$ cat config.mk
export PLATFORM = sky130hd
export DESIGN_NAME = conv_frame_sequencer
export DESIGN_NICKNAME = d
export VERILOG_FILES = /design/src/rtl/conv_frame_sequencer.sv
export SDC_FILE = /design/constraint.sdc
export NUM_CORES = 1
export LEC_CHECK = 0
export ABC_AREA = 1
export CORE_UTILIZATION = 55
export CTS_BUF_LIST = sky130_fd_sc_hd__clkbuf_4 sky130_fd_sc_hd__clkbuf_8 sky130_fd_sc_hd__clkbuf_16
export DETAILED_ROUTE_END_ITERATION = 12
export PLACE_DENSITY = 0.89
export SLEW_MARGIN = 10
export SYNTH_ARGS = -nofsm -noshare
export SYNTH_HDL_FRONTEND = slang
export SYNTH_SLANG_ARGS = --single-unit
$ cat constraint.sdc
create_clock -name i_CLK -period 3.08 [get_ports i_CLK]
set_clock_uncertainty 0.05 [all_clocks]
set_input_delay 0.616 -clock i_CLK [delete_from_list [all_inputs] [get_ports i_CLK]]
set_output_delay 0.616 -clock i_CLK [all_outputs]
set_load 0.005 [all_outputs]
$ cat src/rtl/conv_frame_sequencer.sv
// Load / process / read-out sequencer for the line-memory convolution datapath.
// Optional macro CONV_FSM_STALL_EN: PROC advances only on cycles with i_valid=1.
module conv_frame_sequencer #(
    parameter int NB_ADDRESS   = 10,
    parameter int NB_IMAGE     = 10,
    parameter int N_BANKS      = 4,
    parameter int KERNEL_SIZE  = 3,
    parameter int CONV_LATENCY = 6
) (
    input  logic                  i_CLK,
    input  logic                  i_reset,
    input  logic [NB_IMAGE-1:0]   i_imgLength,
    input  logic                  i_load,
    input  logic                  i_SoP,
    input  logic                  i_valid,
    output logic [NB_ADDRESS-1:0] o_readAdd,
    output logic [NB_ADDRESS-1:0] o_writeAdd,
    output logic [N_BANKS-1:0]    o_bankSel,
    output logic                  o_valid_toCONV,
    output logic                  o_SOP_fromFSM,
    output logic                  o_EoP,
    output logic                  o_changeBlock,
    output logic                  o_protoErr
);

    typedef enum logic [2:0] {IDLE, LOAD, PROC, DONE, READ} state_t;

    state_t                state_reg;
    logic [NB_IMAGE-1:0]   img_height_reg;
    logic [NB_ADDRESS-1:0] read_add_reg;
    logic [NB_ADDRESS-1:0] lat_cnt_reg;
    logic [NB_ADDRESS-1:0] write_add_reg;
    logic [N_BANKS-1:0]    bank_sel_reg;
    logic                  valid_prev_reg;
    logic                  sop_reg;
    logic                  valid_conv_reg;
    logic                  eop_reg;
    logic                  change_block_reg;
    logic                  proto_err_reg;

    logic                  valid_rise;
    logic                  proc_step;
    logic [NB_IMAGE-1:0]   limit_img;
    logic [NB_ADDRESS-1:0] limit_add;
    logic [NB_ADDRESS-1:0] height_add;
    logic [NB_ADDRESS-1:0] read_add_inc;
    logic [NB_ADDRESS-1:0] lat_cnt_inc;
    logic                  cnt_at_end;
    logic                  lat_at_end;
    logic                  lat_go;

`ifdef CONV_FSM_STALL_EN
    assign proc_step = i_valid;
`else
    assign proc_step = 1'b1;
`endif

    // Write limit is formed at image width before being mapped onto the address space.
    assign limit_img    = img_height_reg - NB_IMAGE'(KERNEL_SIZE - 1);
    assign limit_add    = NB_ADDRESS'(limit_img);
    assign height_add   = NB_ADDRESS'(img_height_reg);
    assign valid_rise   = i_valid & ~valid_prev_reg;
    assign read_add_inc = read_add_reg + NB_ADDRESS'(1);
    assign lat_cnt_inc  = lat_cnt_reg + NB_ADDRESS'(1);
    assign cnt_at_end   = (read_add_reg == height_add);
    assign lat_at_end   = (lat_cnt_reg == limit_add);
    assign lat_go       = proc_step && (read_add_reg >= NB_ADDRESS'(CONV_LATENCY))
                          && (lat_cnt_reg < limit_add);

    always_ff @(posedge i_CLK) begin
        if (i_reset) begin
            state_reg        <= IDLE;
            img_height_reg   <= '0;
            read_add_reg     <= '0;
            lat_cnt_reg      <= '0;
            write_add_reg    <= '0;
            bank_sel_reg     <= {{(N_BANKS-1){1'b0}}, 1'b1};
            valid_prev_reg   <= 1'b0;
            sop_reg          <= 1'b0;
            valid_conv_reg   <= 1'b0;
            eop_reg          <= 1'b0;
            change_block_reg <= 1'b0;
            proto_err_reg    <= 1'b0;
        end else begin
            valid_prev_reg   <= i_valid;
            change_block_reg <= 1'b0;
            proto_err_reg    <= 1'b0;
            case (state_reg)
                IDLE: begin
                    read_add_reg   <= '0;
                    lat_cnt_reg    <= '0;
                    write_add_reg  <= '0;
                    img_height_reg <= i_imgLength;
                    if (i_load && i_SoP) begin
                        proto_err_reg <= 1'b1;
                    end else if (i_load && !eop_reg) begin
                        state_reg <= LOAD;
                    end else if (!i_load && i_SoP && !eop_reg) begin
                        // Too short for one kernel window: flag and report an empty result.
                        if (i_imgLength < NB_IMAGE'(KERNEL_SIZE)) begin
                            proto_err_reg <= 1'b1;
                            eop_reg       <= 1'b1;
                            state_reg     <= DONE;
                        end else begin
                            sop_reg        <= 1'b1;
                            valid_conv_reg <= proc_step;
                            state_reg      <= PROC;
                        end
                    end else if (!i_load && !i_SoP && eop_reg) begin
                        state_reg <= READ;
                    end
                end
                LOAD, READ: begin
                    if (valid_rise && !cnt_at_end) begin
                        read_add_reg  <= read_add_inc;
                        write_add_reg <= read_add_inc;
                    end
                    if (cnt_at_end && !i_load) begin
                        change_block_reg <= 1'b1;
                        read_add_reg     <= '0;
                        write_add_reg    <= '0;
                        state_reg        <= IDLE;
                        if (state_reg == LOAD)
                            bank_sel_reg <= {bank_sel_reg[N_BANKS-2:0], bank_sel_reg[N_BANKS-1]};
                        else
                            eop_reg <= 1'b0;
                    end
                end
                PROC: begin
                    if (lat_at_end) begin
                        eop_reg        <= 1'b1;
                        sop_reg        <= 1'b0;
                        valid_conv_reg <= 1'b0;
                        write_add_reg  <= read_add_reg;
                        state_reg      <= DONE;
                    end else begin
                        valid_conv_reg <= proc_step;
                        if (proc_step && !cnt_at_end)
                            read_add_reg <= read_add_inc;
                        if (lat_go) begin
                            lat_cnt_reg   <= lat_cnt_inc;
                            write_add_reg <= lat_cnt_inc;
                        end
                    end
                end
                DONE: begin
                    if (!i_SoP) begin
                        read_add_reg  <= '0;
                        lat_cnt_reg   <= '0;
                        write_add_reg <= '0;
                        state_reg     <= IDLE;
                    end
                end
                default: state_reg <= IDLE;
            endcase
        end
    end

    assign o_readAdd      = read_add_reg;
    assign o_writeAdd     = write_add_reg;
    assign o_bankSel      = bank_sel_reg;
    assign o_valid_toCONV = valid_conv_reg;
    assign o_SOP_fromFSM  = sop_reg;
    assign o_EoP          = eop_reg;
    assign o_changeBlock  = change_block_reg;
    assign o_protoErr     = proto_err_reg;

endmodule

== After elaboration in Yosys (flattened, before gate mapping) ==
Index checks and enable logic that the tools add are counted.
Word-level totals
  register bits after elaboration: 53
  bits of input ports: 15
  output and inout bits: 29
  logic and storage cells: 113
Cells by class
  add/subtract/negate cells: 3
  magnitude comparators: 3
  eq/ne operators: 21
  mux-type cells: 41
  bitwise logic cells: 4
  reductions and logical operators: 29
Operator list (number)
  $mux 10: 8
  $pmux 10 s4: 2
  $pmux 10 s3: 1
  $ne 2x2->1 const B: 12
  $mux 3: 7
  $add 10x1->10 const B: 2
  $eq 10x10->1: 2
  $mux 1: 19
  $reduce_and 5->1: 3
  $pmux 3 s4: 1
  $ge 10x3->1 const B: 1
  $lt 10x10->1: 1
  $lt 10x2->1 const B: 1
  $sub 10x2->10 const B: 1
  $logic_and 1x1->1: 9
  $reduce_and 4->1: 2
  $reduce_and 8->1: 1
  $eq 3x2->1 const B: 2
  $ne 3x3->1 const B: 2
  $reduce_and 6->1: 1
  $reduce_bool 3->1: 2
  $reduce_or 2->1: 3
  $logic_not 1->1: 4
  $ne 4x4->1 const B: 1
  10 further kinds: 13

== Longest topological paths before layout ==
Gate-level depths: netlist of run 1.
  depth in word-level cells: 8
  mapped depth: 19

== Worst setup path before layout of run 1 ==
Ideal clock, no wire load.
  path kind: reg2reg
  from: register img_height_reg[1], in the netlist height_add[1]
  to: register lat_cnt_reg[8]
  arrival time: 2488 ps
  path slack: 415 ps
  cell stages (with the launch flop): 18
  path buffers: 0
  clock period less this slack: 2665 ps
  cell sequence: dfxtp_1 > inv_1 > ha_1 > nand2_1 > nor2_1 > nand2_1 > nor3_1 > xor2_1 > ha_1 > nand2_1 > nor2_1 > nand4_2 > nor2_8 > nor2_4 > nand3_1 > inv_1 > a22oi_1 > nor2_1
Between the ends
  cells in the longest elaborated chain, start to end: 5
RTL lines
  from (decl): line 29  | logic [NB_IMAGE-1:0] img_height_reg;
  from (signal assigned): line 93  | img_height_reg <= i_imgLength;
  $sub 10x2->10 (*): line 59  | assign limit_img = img_height_reg - NB_IMAGE'(KERNEL_SIZE - 1);
  $lt 10x10->1: line 68  | && (lat_cnt_reg < limit_add);
  $logic_and 1x1->1: line 68
  $ne 2x2->1 (no source line)
  $reduce_and 4->1 (no source line) (*)
  to (signal assigned): line 141  | lat_cnt_reg <= lat_cnt_inc;
  to (decl): line 31  | logic [NB_ADDRESS-1:0] lat_cnt_reg;
Every way passes the cells marked *; elsewhere a longest branch is shown, timed or not.
A chain may end at the register's enable or synchronous reset.

== Worst setup path after layout of run 1 ==
  from: register img_height_reg[1], in the netlist height_add[1]
  to: register write_add_reg[3], in the netlist o_writeAdd[3]
Between the ends
  cells in the longest elaborated chain, start to end: 5
RTL lines
  $sub 10x2->10 / $eq 10x10->1 (equally long branches): line 59, 65
  $lt 10x10->1 / $logic_not 1->1 (equally long branches)
  $logic_and 1x1->1, on equally long branches: line 68, 114
  $ne 3x3->1 (no source line)
  $reduce_and 4->1 (no source line)
  to (signal assigned): line 116  | write_add_reg <= read_add_inc;
  to (signal assigned): line 134  | write_add_reg <= read_add_reg;
  to (signal assigned): line 142  | write_add_reg <= lat_cnt_inc;
  to (decl): line 32  | logic [NB_ADDRESS-1:0] write_add_reg;
Several ways; a longest one is shown, not always the timed one.

==> results of run 1 <==
[repair_timing]
action | 4_1_cts | 5_1_grt
gates cloned | 0 | 0
setup endpoints to repair | 1 | 30
pin swaps | 0 | 2
gates resized for setup | 1 | 12
setup buffers | 0 | 1
[worst min path at each step]
| stage | endpoint | slack, ps | cells past startpoint |
|---|---|---|---|
| 3_3_place_gp | o_SOP_fromFSM | 390 | 2 |
| 2_1_floorplan | o_SOP_fromFSM | 400 | 2 |
| 3_5_place_dp | o_writeAdd[0] | 410 | 2 |
| 4_1_cts | o_writeAdd[7] | 420 | 2 |
| 5_1_grt | o_writeAdd[5] | 440 | 2 |
| 6_report | o_SOP_fromFSM | 420 | 2 |
[cell usage after synthesis, types with 2 or more instances]
master	n	area, sq um
o21ai_1	2	10.0
nand3_2	3	30.0
nand2_1	124	465
a21oi_2	2	17.5
nor2_4	3	33.8
nor2_1	70	263
dfxtp_1	53	1060
ha_1	14	175
nor2_8	3	60.1
nor2_2	2	12.5
nand3_4	3	52.6
xor2_1	14	123
nand4_2	2	25.0
nor3_1	14	70.1
clkbuf_1	5	18.8
a21oi_1	51	255
buf_2	6	30.0
nand2_4	2	22.5
nand4_1	16	100
inv_2	9	33.8
buf_1	2	7.51
o21ai_0	23	115
xnor2_1	7	61.3
inv_4	2	12.5
nand2_2	4	25.0
inv_1	54	203
nand3_1	26	130
[report_power, final]
part / leakage, uW / internal, uW / switching [uW]
sequential: 0.000433 / 827 / 170
combinational: 0.00133 / 659 / 1210
clock: 0.0000540 / 237 / 240
[area by class of cell]
cell class | instances | area share
clock inverter | 2 | 0.00838
tap | 75 | 0.0225
inverter | 65 | 0.0596
clock buffer | 5 | 0.0165
multi-input combinational | 396 | 0.524
sequential | 53 | 0.254
timing repair buffer | 49 | 0.115
[cell families after synthesis]
| kind of cell | count (synthesis) | share of synthesized area |
|---|---|---|
| simple gates | 276 | 0.375 |
| compound gates | 85 | 0.128 |
| buf+inv | 81 | 0.0958 |
| flops | 53 | 0.300 |
| xor+xnor | 21 | 0.0520 |
| fa+ha+maj | 14 | 0.0495 |
[layer usage]
metal	vias to the layer above	share of wire
li1	1804	-
met1	1739	0.43
met2	143	0.48
met3	30	0.057
met4	0	0.033
met5	-	0
[cells in the final DEF, fill, tap and decap left out, types with 13 or more instances in the layout]
| cell | n |
|---|---|
| clkdlybuf4s50_1 | 43 |
| nand4_1 | 16 |
| nand2_1 | 124 |
| nand3_1 | 24 |
| a21oi_1 | 51 |
| nor2_1 | 68 |
| inv_1 | 54 |
| xor2_1 | 14 |
| ha_1 | 13 |
| o21ai_0 | 22 |
| dfxtp_1 | 52 |
[critical path, cell delays in order, from the launching register on]
cell and delay (ps):
dfxtp_1 350, inv_1 110, ha_2 200, nand2_1 90, nor2_1 100, nand2_1 100
nor3_2 160, xor2_1 160, ha_1 260, nand2_1 110, inv_1 90, a21oi_1 150
o21ai_1 100, nor2_1 140, nor2_1 70, nor2_2 250, buf_6 170, nand4_1 110
a21oi_1 150
[stage by stage]
stage / power, uW / utilization / hold WS (ps) / setup slack [ps]
final: 3340 / 0.690 / 420 / 101
after global routing: 3610 / 0.690 / 441 / -90.1
after CTS: 3240 / 0.680 / 422 / 19.6
after detailed placement: 2740 / 0.662 / 407 / 22.1
after global placement: 2680 / 0.662 / 392 / 57.3
after floorplan: 2310 / - / 397 / 415
==> implementation parameters, run 1 <==
Parameter                              Value

Status
  Run status    completed

STA
  Fin crit period    2980 ps
  # setup viols final    0
  Number of hold violations in the final report    0
  Final total negative setup slack    0 ps
  Max-slew headroom    0.648
  Max Freq    336 MHz
  Final number of max-transition violations    0
  Tightest Pin Transition    ~530 ps
  Final worst-path cycle share    0.967

Floorplan
  Die boundary height    82.2 microns
  Chip Width    82.2 microns
  FP Rows    28
  Boundary Pins    44
  Initial standard-cell utilization of the core    0.584
  Overall die area    6760 sq um
  CORE AREA    between 6000 and 7000 sq um

Yosys
  Yosys warnings    0
  Number of flip-flops and latches in the synthesized netlist    53
  Avg Cell Area, Syn    6.68 sq um
  Share of flip-flops with an asynchronous set or reset after synthesis    0
  Number of unique standard cell types used by synthesis    41
  Most instantiated flip-flop cell in the synthesis netlist    dfxtp_1
  Sequential cell area fraction in the yosys report    0.300
  Net count after synthesis    559
  Post-synthesis cell count    between 500 and 600
  EDFF count, synth    0
  Area of the mapped netlist    3540 sq um

Clock network
  Insertion delay to the later sink of the worst-skew pair    between 300 and 400 ps
  Clock tree from TritonCTS    built
  Number of buffers added by the clock tree synthesis step    5
  Clock-pin slew on the worst setup and hold paths    about 100 ps
  H-tree levels    2
  Number of buffers inserted by hold repair at cts    0
  Buffer levels on the longest clock path    2
  Sinks on the clock net    53
  Root buffer cell    clkbuf_8

GRT
  Initial antenna violation count    0
  Met2 capacity usage during global routing    0.515
  First-pass GRT wire length    15700 microns
  Global-route total usage across every layer    0.307
  Most heavily used metal layer in global routing    met2
  M1 GR Usage    0.386
  Vias in the first global route    3395
  Met3 Track Usage GR    0.0440
  Overflow left after global routing    0
  Largest net degree at the start of global routing    28

Hold path
  Worst min-delay path class    flop to flop
  Critical hold path startpoint    o_SOP_fromFSM

Route
  DRC violations left    0
  Iter 0 DRT Violations    293
  Per-cell routed wire length    15.2 microns
  Via-per-instance ratio    between 5 and 6
  Post-route ant nets    0
  Routed wire length    9800 microns
  Total number of vias    3716
  TritonRoute pass-1 iters    5

Worst setup path
  Endpoint of the lowest-slack register-to-register path    o_writeAdd[3]
  Reg2reg setup slack    100 ps
  Maximum net fanout on the critical path    8
  Critical path origin    height_add[1]
  Reg2reg path depth    18
  Capture point of the critical path    o_writeAdd[3]
  Req. time, crit path    3280 ps
  Startpoint type of the worst setup path    flop
  Source of the worst register-to-register timing path    height_add[1]
  Data arrival time of the critical path    around 3200 ps
  Critical path endpoint category    flop
  Setup CP Type    flop to flop

Placement
  RD Place Congestion    0.930
  Cell area reported after detailed placement    4010 sq um
  Port-buffer cells    between 40 and 50
  DPL Wire Length    7310 microns
  Placed cells    637

Power and ir drop
  Leakage component of the power    approximately 0.0018 uW
  Worst vdd rail ir drop    538 uV
  Power per Cell Area    799 nW/um^2

Cells and area
  Finished Cell Area    4180 sq um
  Area of the multi-input gates    2190 sq um
  Antenna diode count    0
  Number of nets at the end of the flow    599
  Fillers    557
  Area grow syn2layout    18.1%
  Number of standard cells in the layout, taps in and fillers out    around 650
  Layout cells sized above 1    0.104
  FF/Latch Area    1060 sq um

Run
  Max-cap check violation count    0
Note: power is estimated with default switching activity, not from simulation.
==> run 2, diff against run 1 <==
--- a/config.mk
+++ b/config.mk
@@ -9,7 +9,9 @@
 export CORE_UTILIZATION = 55
 export CTS_BUF_LIST = sky130_fd_sc_hd__clkbuf_4 sky130_fd_sc_hd__clkbuf_8 sky130_fd_sc_hd__clkbuf_16
 export DETAILED_ROUTE_END_ITERATION = 12
-export PLACE_DENSITY = 0.89
+export DONT_BUFFER_PORTS = 1
+export PLACE_DENSITY = 0.8
+export REMOVE_ABC_BUFFERS = 1
 export SLEW_MARGIN = 10
 export SYNTH_ARGS = -nofsm -noshare
 export SYNTH_HDL_FRONTEND = slang
==> constraint.sdc (replaced) <==
create_clock -name i_CLK -period 3.08 [get_ports i_CLK]
set_clock_uncertainty 0.05 [all_clocks]
set_input_delay 0.308 -clock i_CLK [delete_from_list [all_inputs] [get_ports i_CLK]]
set_output_delay 0.308 -clock i_CLK [all_outputs]
set_load 0.005 [all_outputs]
==> run 2 against run 1 <==
First-iteration DRC count rose by 6.8%. Count of clock-buffer cells in the layout increased by 1. Clock power is 13% lower. Via count fell by 4.9%. Worst hold slack worse by 410 ps. Design area down 8.6%. Wire length is 2.5% lower. Setup slack better by 27 ps. Utilization decreased by 5.9 points. Critical path depth unchanged. Flip-flop and latch count unchanged. Cell count shrank 5.6%.
==> implementation parameters, run 2 (synthesis gave the netlist of run 1 again) <==
Parameter                              Value

Cells and area
  Number of standard cells in the layout, taps in and fillers out    609 (-5.6%)
  Fillers    574 (+3.1%)
  Layout cells sized above 1    0.131 (+0.0276)
  Area grow syn2layout    7.95%
  Final core utilization    0.630 (-0.0590)
  Most frequent cells in the layout    122 x nand2_1, 68 x nor2_1, 51 x inv_1
  Most frequent standard cell in the layout excluding fill and tap cells    nand2_1
  Number of nets at the end of the flow    562 (-6.2%)
  Antenna diode count    0 (unchanged)

STA
  Final number of max-transition violations    0 (unchanged)
  Max-slew headroom    0.613 (-0.0350)
  Fin crit period    2950 ps (-27.4 ps)
  Tightest Pin Transition    579 ps (+51.2 ps)
  Max Freq    339 MHz (+0.93%)
  Final worst-path cycle share    0.958 (-0.00890)
  # setup viols final    0 (unchanged)
  Number of hold violations in the final report    0 (unchanged)

Clock network
  Sinks on the clock net    53 (unchanged)
  Clock-pin slew on the worst setup and hold paths    90 ps (about the same)
  Root buffer cell    clkbuf_8
  Insertion delay to the later sink of the worst-skew pair    320 ps (about the same)
  Buffer levels on the longest clock path    2 (unchanged)
  Clock tree from TritonCTS    built
  Number of buffers added by the clock tree synthesis step    5 (unchanged)
  H-tree levels    2 (unchanged)

Route
  DRC violations left    0 (unchanged)
  Routed wire length    9560 microns (-2.5%)
  Total number of vias    3534 (-4.9%)
  Per-cell routed wire length    15.7 microns (+3.3%)
  Via-per-instance ratio    5.80 (+0.72%)
  Post-route ant nets    0 (unchanged)
  TritonRoute pass-1 iters    7 (+2)
  Iter 0 DRT Violations    313 (+6.8%)

Hold path
  Hold-critical path endpoint    lat_cnt_reg[3]
  Worst min-delay path class    primary input to flop
  Min-Delay Path Depth    1 (-1)
  Critical hold path startpoint    i_reset

Power and ir drop
  Power per Cell Area    853 nW/um^2 (+6.7%)
  Leakage component of the power    0.00169 uW (-7.2%)
  Worst vdd rail ir drop    706 uV (+31%)

Worst setup path
  Reg2reg setup slack    130 ps (+30 ps)
  Endpoint of the lowest-slack register-to-register path    o_writeAdd[7]
  Maximum net fanout on the critical path    8 (unchanged)
  Req. time, crit path    3280 ps (about the same)
  Source of the worst register-to-register timing path    height_add[1]
  Setup CP Type    flop to flop
  Reg2reg path depth    18 (unchanged)
  Critical path endpoint category    flop
  Startpoint type of the worst setup path    flop
  Data arrival time of the critical path    3150 ps (-30 ps)

Floorplan
  Boundary Pins    44 (unchanged)
  FP Rows    28 (unchanged)
  Chip Width    82.2 microns (unchanged)
  Overall die area    6760 sq um (unchanged)
  CORE AREA    6060 sq um (unchanged)
  Initial standard-cell utilization of the core    0.584 (unchanged)
  Die boundary height    82.2 microns (unchanged)

GRT
  Overflow left after global routing    0 (unchanged)
  Global-route total usage across every layer    0.299 (-0.00797)
  Initial antenna violation count    0 (unchanged)
  First-pass GRT wire length    15100 microns (-4.3%)
  Vias in the first global route    3204 (-5.6%)
  Largest net degree at the start of global routing    26 (-7.1%)

Placement
  DPL Wire Length    6910 microns (-5.4%)
  RD Place Congestion    0.919 (-1.1%)
  Placed cells    594 (-6.8%)
  Port-buffer cells    0 (-100%)

Status
  Run status    completed

Run
  Max-cap check violation count    0 (unchanged)
-- run 2: cell count changes in the layout (fill, tap and decap cells not counted), moves of 2 or more --
| cell | before | now |
|---|---|---|
| buf_4 | 5 | 7 |
| clkdlybuf4s50_1 | 43 | 0 |
| dfxtp_1 | 52 | 50 |
| dfxtp_2 | 1 | 3 |
| dlygate4sd3_1 | 0 | 4 |
| inv_1 | 54 | 51 |
| inv_2 | 9 | 12 |
| nand2_1 | 124 | 122 |
| nand2_2 | 4 | 6 |
-- run 2: cell type report --
type	count	area (sq um)	area share
multi-input combinational	396	2210	0.579
sequential	53	1060	0.279
inverter	65	249	0.0652
timing repair buffer	12	104	0.0272
tap	75	93.8	0.0246
clock buffer	6	82.6	0.0216
clock inverter	2	13.8	0.00360
-- run 2: how the worst max path moves through the flow --
stage                             start              to  slack (ps)  depth (start not counted)
after floorplan           height_add[3]   o_writeAdd[0]         210                         16
after global placement    height_add[1]  lat_cnt_reg[8]          60                         17
after detailed placement  height_add[1]  lat_cnt_reg[8]         -20                         17
after CTS                 height_add[1]   o_writeAdd[1]          60                         18
after global routing      height_add[1]   o_writeAdd[6]         -30                         18
final                     height_add[1]   o_writeAdd[7]         130                         18
-- run 2: worst max-delay path: stages (launching register included) --
cell	delay, ps
dfxtp_2	350
inv_2	90
ha_4	150
nand2_2	70
nor2_1	110
nand2_1	100
nor3_2	190
xor2_1	200
ha_1	300
nand2_2	110
inv_2	60
a21oi_2	140
o21ai_1	90
nor2_1	150
nor2_1	70
nor2_2	230
buf_6	170
nand4_1	100
a21oi_1	160
-- run 2: repair_timing --
item,CTS,global route
pin swaps,0,10
hold endpoints to repair,13,1
hold buffers,3,1
resized for setup,3,20
setup endpoints to repair,1,30
gates cloned,0,0
setup buffers,0,3
-- run 2: power breakdown --
part	switching [uW]	leakage [uW]	internal (uW)
Combinational	1210	0.00120	616
Sequential	182	0.000434	831
Clock	235	0.0000512	183
Total	1630	0.00169	1630
-- run 2: metrics by stage --
stage	TNS, ps	area, sq um	hold WS (ps)	setup slack, ps	total power (uW)
detailed placement	-20.3	3580	324	-20.3	2620
global route	-91.2	3820	1.24	-26.4	3520
finish	0	3820	8.03	128	3260
global placement	0	3580	325	61.4	2560
CTS	0	3720	0.774	59.2	3070
floorplan	0	3450	320	207	2230
-- run 2: per-layer routing --
layer  routed length, microns  up-vias  track usage
met2                     4450      166        0.500
met5                        0        -            0
met1                     3800     1607        0.371
met4                      325        0        0.146
met3                      983       36       0.0495
li1                         -     1725            -
==> run 3, diff against run 2 <==
--- a/config.mk
+++ b/config.mk
@@ -8,6 +8,7 @@
 export ABC_AREA = 1
 export CORE_UTILIZATION = 55
 export CTS_BUF_LIST = sky130_fd_sc_hd__clkbuf_4 sky130_fd_sc_hd__clkbuf_8 sky130_fd_sc_hd__clkbuf_16
+export CTS_CLUSTER_DIAMETER = 80
 export DETAILED_ROUTE_END_ITERATION = 12
 export DONT_BUFFER_PORTS = 1
 export PLACE_DENSITY = 0.8
==> results of run 3 <==
The final DEF is identical to that of run 2; final timing and power are the same.
